**src/rtl/systolic_sequencer.sv**
```systemverilog
// Sequencer for an N x N weight-stationary systolic array: loads weight rows, streams
// skewed activation vectors into the left edge and writes deskewed column sums back.
module systolic_sequencer #(
    parameter int N         = 4,
    parameter int data_size = 8,
    parameter int ADDR_W    = 8
) (
    input  logic                      clk,
    input  logic                      reset,
    input  logic                      start,
    input  logic [ADDR_W-1:0]         num_vec,
    output logic                      busy,
    output logic                      done,
    output logic                      w_rd_en,
    output logic [ADDR_W-1:0]         w_rd_addr,
    input  logic [N*data_size-1:0]    w_rd_data,
    output logic                      w_load,
    output logic [$clog2(N)-1:0]      w_row,
    output logic [N*data_size-1:0]    w_data,
    output logic                      act_rd_en,
    output logic [ADDR_W-1:0]         act_rd_addr,
    input  logic [N*data_size-1:0]    act_rd_data,
    output logic [N*data_size-1:0]    array_a,
    input  logic [N*data_size-1:0]    array_c_out,
    output logic                      res_wr_en,
    output logic [ADDR_W-1:0]         res_wr_addr,
    output logic [N*data_size-1:0]    res_wr_data
);

    localparam int PIPE = 2 * N + 1;

    typedef enum logic [1:0] {IDLE, LOAD_W, STREAM, DRAIN} state_t;

    state_t              state, state_nx;
    logic [ADDR_W-1:0]   cnt;
    logic [ADDR_W-1:0]   m_reg;
    logic [ADDR_W-1:0]   m_last;
    logic                last_wr;
    logic                w_load_p0;
    logic [$clog2(N)-1:0] w_row_p0;
    logic                vld_p  [PIPE];
    logic [ADDR_W-1:0]   addr_p [PIPE];
    logic [N*data_size-1:0] res_cols;

    assign m_last  = m_reg - ADDR_W'(1);
    assign last_wr = res_wr_en && (res_wr_addr == m_last);
    assign busy    = (state != IDLE);

    always_comb begin
        state_nx    = state;
        w_rd_en     = 1'b0;
        w_rd_addr   = '0;
        act_rd_en   = 1'b0;
        act_rd_addr = '0;
        case (state)
            IDLE: begin
                if (start && (num_vec != '0)) state_nx = LOAD_W;
            end
            LOAD_W: begin
                w_rd_en   = 1'b1;
                w_rd_addr = cnt;
                if (cnt == ADDR_W'(N - 1)) state_nx = STREAM;
            end
            STREAM: begin
                act_rd_en   = 1'b1;
                act_rd_addr = cnt;
                if (cnt == m_last) state_nx = DRAIN;
            end
            DRAIN: begin
                if (last_wr) state_nx = IDLE;
            end
            default: state_nx = IDLE;
        endcase
    end

    always_ff @(posedge clk) begin
        if (reset) begin
            state <= IDLE;
            cnt   <= '0;
            m_reg <= '0;
            done  <= 1'b0;
        end else begin
            state <= state_nx;
            // an empty job completes immediately; a real job completes on its last write
            done  <= ((state == IDLE) && start && (num_vec == '0)) ||
                     ((state == DRAIN) && last_wr);
            if ((state == IDLE) && start && (num_vec != '0)) m_reg <= num_vec;
            if (state != state_nx)
                cnt <= '0;
            else if ((state == LOAD_W) || (state == STREAM))
                cnt <= cnt + ADDR_W'(1);
        end
    end

    // p0: weight row returns one cycle after its read
    always_ff @(posedge clk) begin
        if (reset) begin
            w_load_p0 <= 1'b0;
            w_row_p0  <= '0;
        end else begin
            w_load_p0 <= w_rd_en;
            w_row_p0  <= w_rd_addr[$clog2(N)-1:0];
        end
    end

    assign w_load = w_load_p0;
    assign w_row  = w_row_p0;
    assign w_data = w_load_p0 ? w_rd_data : '0;

    // valid/address tag follows each activation read to its result write
    always_ff @(posedge clk) begin
        if (reset) begin
            for (int i = 0; i < PIPE; i++) begin
                vld_p[i]  <= 1'b0;
                addr_p[i] <= '0;
            end
        end else begin
            vld_p[0]  <= act_rd_en;
            addr_p[0] <= act_rd_addr;
            for (int i = 1; i < PIPE; i++) begin
                vld_p[i]  <= vld_p[i-1];
                addr_p[i] <= addr_p[i-1];
            end
        end
    end

    assign res_wr_en   = vld_p[PIPE-1];
    assign res_wr_addr = vld_p[PIPE-1] ? addr_p[PIPE-1] : '0;

    // left-edge skew: row r is delayed r+1 cycles; idle slots carry zeros
    for (genvar r = 0; r < N; r++) begin : g_skew
        logic signed [data_size-1:0] sk_p [r+1];
        always_ff @(posedge clk) begin
            if (reset) begin
                for (int j = 0; j <= r; j++) sk_p[j] <= '0;
            end else begin
                sk_p[0] <= vld_p[0] ? $signed(act_rd_data[r*data_size +: data_size]) : '0;
                for (int j = 1; j <= r; j++) sk_p[j] <= sk_p[j-1];
            end
        end
        assign array_a[r*data_size +: data_size] = sk_p[r];
    end

    // bottom-edge deskew: column c waits N-1-c cycles so the vector lines up
    for (genvar c = 0; c < N; c++) begin : g_deskew
        localparam int D = N - 1 - c;
        if (D == 0) begin : g_pass
            assign res_cols[c*data_size +: data_size] = array_c_out[c*data_size +: data_size];
        end else begin : g_dly
            logic signed [data_size-1:0] ds_p [D];
            always_ff @(posedge clk) begin
                if (reset) begin
                    for (int j = 0; j < D; j++) ds_p[j] <= '0;
                end else begin
                    ds_p[0] <= $signed(array_c_out[c*data_size +: data_size]);
                    for (int j = 1; j < D; j++) ds_p[j] <= ds_p[j-1];
                end
            end
            assign res_cols[c*data_size +: data_size] = ds_p[D-1];
        end
    end

    assign res_wr_data = res_wr_en ? res_cols : '0;

endmodule

```
**config.mk**
```make
export PLATFORM = sky130hd
export DESIGN_NAME = systolic_sequencer
export DESIGN_NICKNAME = d
export VERILOG_FILES = /design/src/rtl/systolic_sequencer.sv
export SDC_FILE = /design/constraint.sdc
export NUM_CORES = 1
export LEC_CHECK = 0
export ABC_AREA = 1
export CAP_MARGIN = 30
export CORE_UTILIZATION = 25
export DETAILED_ROUTE_END_ITERATION = 10
export DONT_BUFFER_PORTS = 1
export GPL_TIMING_DRIVEN = 0
export SLEW_MARGIN = 30
export SYNTH_ARGS = -nofsm -noshare
export SYNTH_HDL_FRONTEND = slang
export SYNTH_SLANG_ARGS = --single-unit
```
**constraint.sdc**
```tcl
create_clock -name clk -period 3.17 [get_ports clk]
set_input_delay 0.4755 -clock clk [delete_from_list [all_inputs] [get_ports clk]]
set_output_delay 0.4755 -clock clk [all_outputs]
set_load 0.02 [all_outputs]
```
### Word-level counts from Yosys, hierarchy flattened

Memory sizes are Yosys's and may differ from the RTL's.
Index checks and enable logic that the tools add are counted.

| word-level totals | value |
|---|---|
| register bits | 22 |
| bits in writable memories | 209 |
| input bits | 107 |
| memories | 9 |

| operators by class | value |
|---|---|
| add/sub/neg operators | 2 |
| equality and inequality tests | 7 |
| multiplexer cells | 55 |
| bitwise logic cells | 32 |
| reduce and logical (&&, ||, !) cells | 15 |

Memories:

| name | depth | bits a word | read ports | clocked after Yosys merged registers in | write ports | line | text |
|---|---|---|---|---|---|---|---|
| addr_p | 9 | 8 | 9 | 0 | 9 | 42 | `logic [ADDR_W-1:0] addr_p [PIPE];` |
| g_skew[3].sk_p | 4 | 8 | 4 | 0 | 4 | 132 | `logic signed [data_size-1:0] sk_p [r+1];` |
| g_deskew[0].g_dly.ds_p | 3 | 8 | 3 | 0 | 3 | 150 | `logic signed [data_size-1:0] ds_p [D];` |
| g_skew[2].sk_p | 3 | 8 | 3 | 0 | 3 | 132 |  |
| g_deskew[1].g_dly.ds_p | 2 | 8 | 2 | 0 | 2 | 150 |  |
| g_skew[1].sk_p | 2 | 8 | 2 | 0 | 2 | 132 |  |
| 3 more memories | -- | -- | -- | -- | -- | -- |  |

Operators by type and width:

| cell | count |
|---|---|
| $mux 8 | 32 |
| $mux 32 | 2 |
| $or 1x1->1 | 32 |
| $eq 8x8->1 | 2 |
| $mux 1 | 16 |
| $reduce_or 8->1 | 2 |
| $add 8x1->8 const B | 1 |
| $eq 8x2->1 const B | 1 |
| $logic_not 8->1 | 1 |
| $mux 2 | 4 |
| $pmux 2 s4 | 1 |
| $reduce_bool 8->1 | 1 |
| $sub 8x1->8 const B | 1 |
| $logic_and 1x1->1 | 6 |
| $eq 2x2->1 const B | 2 |
| $eq 2x1->1 const B | 1 |
| $logic_not 2->1 | 1 |
| $logic_or 1x1->1 | 2 |
| $ne 2x2->1 | 1 |
| $reduce_bool 2->1 | 1 |
| $reduce_or 2->1 | 1 |

### Logic depth before layout (Yosys ltp)

| depth | value |
|---|---|
| depth after elaboration | 7 |
| depth in mapped cells | 17 |

### Least setup slack after synthesis

No wires, ideal clock.

| path | value |
|---|---|
| kind | reg-to-reg |
| from | register state[1] |
| to | register cnt[7] |
| library setup time | 73 ps |
| arrival | 1970 ps |
| data required time | 3097 ps |
| setup slack | 1127 ps |
| cell stages (with the launch flop) | 10 |
| cells stage by stage | dfxtp_1 -> inv_1 -> ha_1 -> inv_1 -> nor4_1 -> nand3_1 -> nor3_1 -> xor2_1 -> inv_1 -> nor3_2 |

| on the way | value |
|---|---|
| word-level cells in the longest chain between the ends | 4 |
| elaborated cells between the ends (all ways) | 12 |
| those cells by class | eq/ne: 4; mux: 5; reduce/logical: 3 |

RTL lines:

| element | line | text |
|---|---|---|
| from (decl) | 34 | `state_t state, state_nx;` |
| from (signal assigned) | 83 | `state <= state_nx;` |
| $eq 2x2->1, or another cell as far along | 55 | `case (state)` |
| $pmux 2 s4 | 55 |  |
| $ne 2x2->1 | 88 | `if (state != state_nx)` |
| $reduce_or 2->1 (no line) | -- |  |
| to (signal assigned) | 91 | `cnt <= cnt + ADDR_W'(1);` |
| to (decl) | 35 | `logic [ADDR_W-1:0] cnt;` |

Several ways; a longest one is shown, not always the timed one.
A chain may end at the register's enable or synchronous reset.

### Worst setup path in the final report

| path | value |
|---|---|
| from | register state[0] |
| to | output act_rd_addr[1] |

| on the way | value |
|---|---|
| word-level cells in the longest chain between the ends | 2 |

RTL lines:

| element | line | text |
|---|---|---|
| $eq 2x2->1 | 55 |  |
| $mux 8 | 55 |  |
| to (decl) | 21 | `output logic [ADDR_W-1:0] act_rd_addr,` |

Every way passes these cells.

==> flow_metrics.env <==
export IMPL_outcome="finished, final reports clean"
export IMPL_dieArea_sq_um=33400
export IMPL_syn_inst=1068
export IMPL_r2r_start="state[0]"
export IMPL_dr_pass1_iters=5
export IMPL_grt_max_degree=14
export IMPL_antenna_found_initial=0
export IMPL_track_usage_pct=10.8
export IMPL_period_minus_slack_ps=2800
export IMPL_startpoint="state[0]"
export IMPL_worstHoldStart="act_rd_data[20]"
export IMPL_initialDrtViolationCount=254
export IMPL_finish_instance_area_sq_um=9640
export IMPL_ant_nets=0
export IMPL_worstPathArrival_ps=2320
export IMPL_skew_ps=23.8
export IMPL_wl_per_cell_um=12.0
export IMPL_critical_path_endpoint_type="primary output"
export IMPL_power_mw=7.61
export IMPL_top_register="g_skew.sk_p"
export IMPL_synthTopCellsByArea="dfxtp_1, inv_1, nor2_1"
export IMPL_pin_count=235
export IMPL_final_nets=1210
export IMPL_avgSynthCellArea_sq_um=7.65
export IMPL_cpMostUsedCell="inv_1"
export IMPL_crit_slowest_cell="clkbuf_1"
export IMPL_setup_violations=0
export IMPL_synth_nets=1182
export IMPL_grt_pass1_vias=5451
export IMPL_hold_ws_ps=49.7
export IMPL_holdBufCountCts=0
export IMPL_crit_type="reg2out"
export IMPL_port_buffers=0
export IMPL_clockRootBuffer="clkbuf_16"
export IMPL_largest_register_ffs=80
export IMPL_place_area_sq_um=8720
export IMPL_clk_pin_slew_ps=60
export IMPL_ir_drop_mv=0.451
export IMPL_cts_buffers=26
export IMPL_drive_gt1_share_pct=8.08
export IMPL_cpPeakStageDelay_ps=450
export IMPL_maxCapViolations=0
export IMPL_worst_pin_slew_ps=945
export IMPL_diodes=0
export IMPL_cellLeakagePower_nw=4.75
export IMPL_wl_met1_um=7830
export IMPL_clk_latency_ps=530
export IMPL_slew_viol_final=0
export IMPL_die_width_um=183
export IMPL_drc_errors=0
export IMPL_start_util_pct=25.6
export IMPL_min_path_cells=2
export IMPL_post_place_cells=1503
export IMPL_dp_hpwl_um=13800
export IMPL_synth_area_sq_um=8170
export IMPL_post_cts_resized=0
export IMPL_fillers=3429
export IMPL_routed_top_layer="met4"
export IMPL_cts_tree="built"
export IMPL_cts_setup_buffers=0
export IMPL_vias=5854
export IMPL_relSlewSlack_pct=37.0
export IMPL_final_setup_tns_ps=0
export IMPL_ys_warn_count=0
export IMPL_whs_endpoint="g_skew[2].sk_p[0][4]"
export IMPL_rows=65
export IMPL_gp_congestion=0.818
export IMPL_reg_top3="g_skew.sk_p x80, addr_p x72, g_deskew.g_dly.ds_p x48"
export IMPL_ys_seq_area_share_pct=56.6
export IMPL_reg2reg_depth=11
export IMPL_synth_cell_types=28
export IMPL_final_cell_mix="inv_1, dfxtp_1, nor2_1, nand2_1, clkbuf_1"
export IMPL_stdcell_count=1549
export IMPL_grt_pass1_wl_um=28000
export IMPL_yosysTopAreaCellShare_pct=56.6
export IMPL_yosys_register_bits=231
export IMPL_worstPathMaxFanout=10
export IMPL_fmaxAchievable_mhz=358
export IMPL_die_h_um=183
export IMPL_vias_per_cell=3.78
export IMPL_syn_to_final_growth_pct=17.9
export IMPL_cp_num_buf_inv=3
export IMPL_critPathLaunchType="register"
export IMPL_hold_viol=0
export IMPL_path_delay_family="buffers and inverters"
export IMPL_cts_htree_levels=1
export IMPL_rrSetupSlack_ps=750
export IMPL_overflow=0
export IMPL_met2_length_um=8390
export IMPL_core_area_sq_um=31900
export IMPL_fin_crit_sh_pct=88.2
export IMPL_rsz0062_at_grt="no"
export IMPL_yosysTopAreaCell="dfxtp_1"
export IMPL_clock_sinks=231
export IMPL_r2r_end="cnt[3]"
export IMPL_wl_met3_um=1810
export IMPL_clockBufferDepth=3
export IMPL_min_path_type="in2reg"
export IMPL_path_cells="inv_1 -> ha_1 -> clkbuf_1 -> nand2_1 -> inv_1"
export IMPL_powerDensity_nw_per_um2=789
export IMPL_wirelength_um=18500
export IMPL_crit_required_ps=2690
export IMPL_final_common_cell="inv_1"
-- synthesized netlist by cell type (all sizes together) --
library cell,n
nand2,145
xnor2,1
nor3,11
a21boi,1
nand3,30
nor4,3
inv,318
o21ai,11
clkbuf,33
ha,7
clkinv,1
xor2,10
buf,17
a21oi,11
nand4,5
nor2,233
dfxtp,231
-- power by group --
| group | switching [mW] | internal [mW] | total, mW |
|---|---|---|---|
| registers | 0.122 | 3.03 | 3.16 |
| clock network | 1.17 | 1.97 | 3.15 |
| logic | 0.940 | 0.366 | 1.31 |
| total | 2.24 | 5.37 | 7.61 |
-- worst max path at each step --
stage,to,slack [ps],cells past startpoint
floorplan,cnt[7],1130,9
global placement,cnt[3],810,15
detailed placement,cnt[3],750,15
CTS,act_rd_addr[1],320,5
global route,act_rd_addr[3],180,5
finish,act_rd_addr[1],370,5
-- layout make-up --
cell class | instances | area, sq um | area share [%]
Buffer | 50 | 256 | 2.66
Clock buffer | 35 | 744 | 7.72
Clock inverter | 11 | 176 | 1.83
Inverter | 319 | 1200 | 12.4
Multi-Input combinational cell | 468 | 2100 | 21.7
Sequential cell | 231 | 4620 | 48.0
Tap cell | 435 | 544 | 5.65
-- per-stage QoR --
step           setup WS, ps  util, %
6_report                375     30.2
5_1_grt                 177     30.2
4_1_cts                 318     30.2
3_5_place_dp            745     27.3
3_3_place_gp            808     27.3
2_1_floorplan          1130        -
-- metal layers --
layer / GRT usage [%] / vias to the layer above
met4: 3.57 / 0
met2: 18.3 / 241
met5: 0 / -
met1: 12.4 / 2563
met3: 4.05 / 37
li1: - / 3013
-- logic make-up after synthesis --
kind of cell / count (synthesis) / synth area share [%]
AOI/OAI and AO/OA: 23 / 1.53
xor gates and xnor gates: 11 / 1.18
adders and majority gates: 7 / 1.07
and+or+nand+nor: 427 / 21.9
buffers and inverters: 369 / 17.8
DFF: 231 / 56.6
Power figures use the tool's default switching activity.
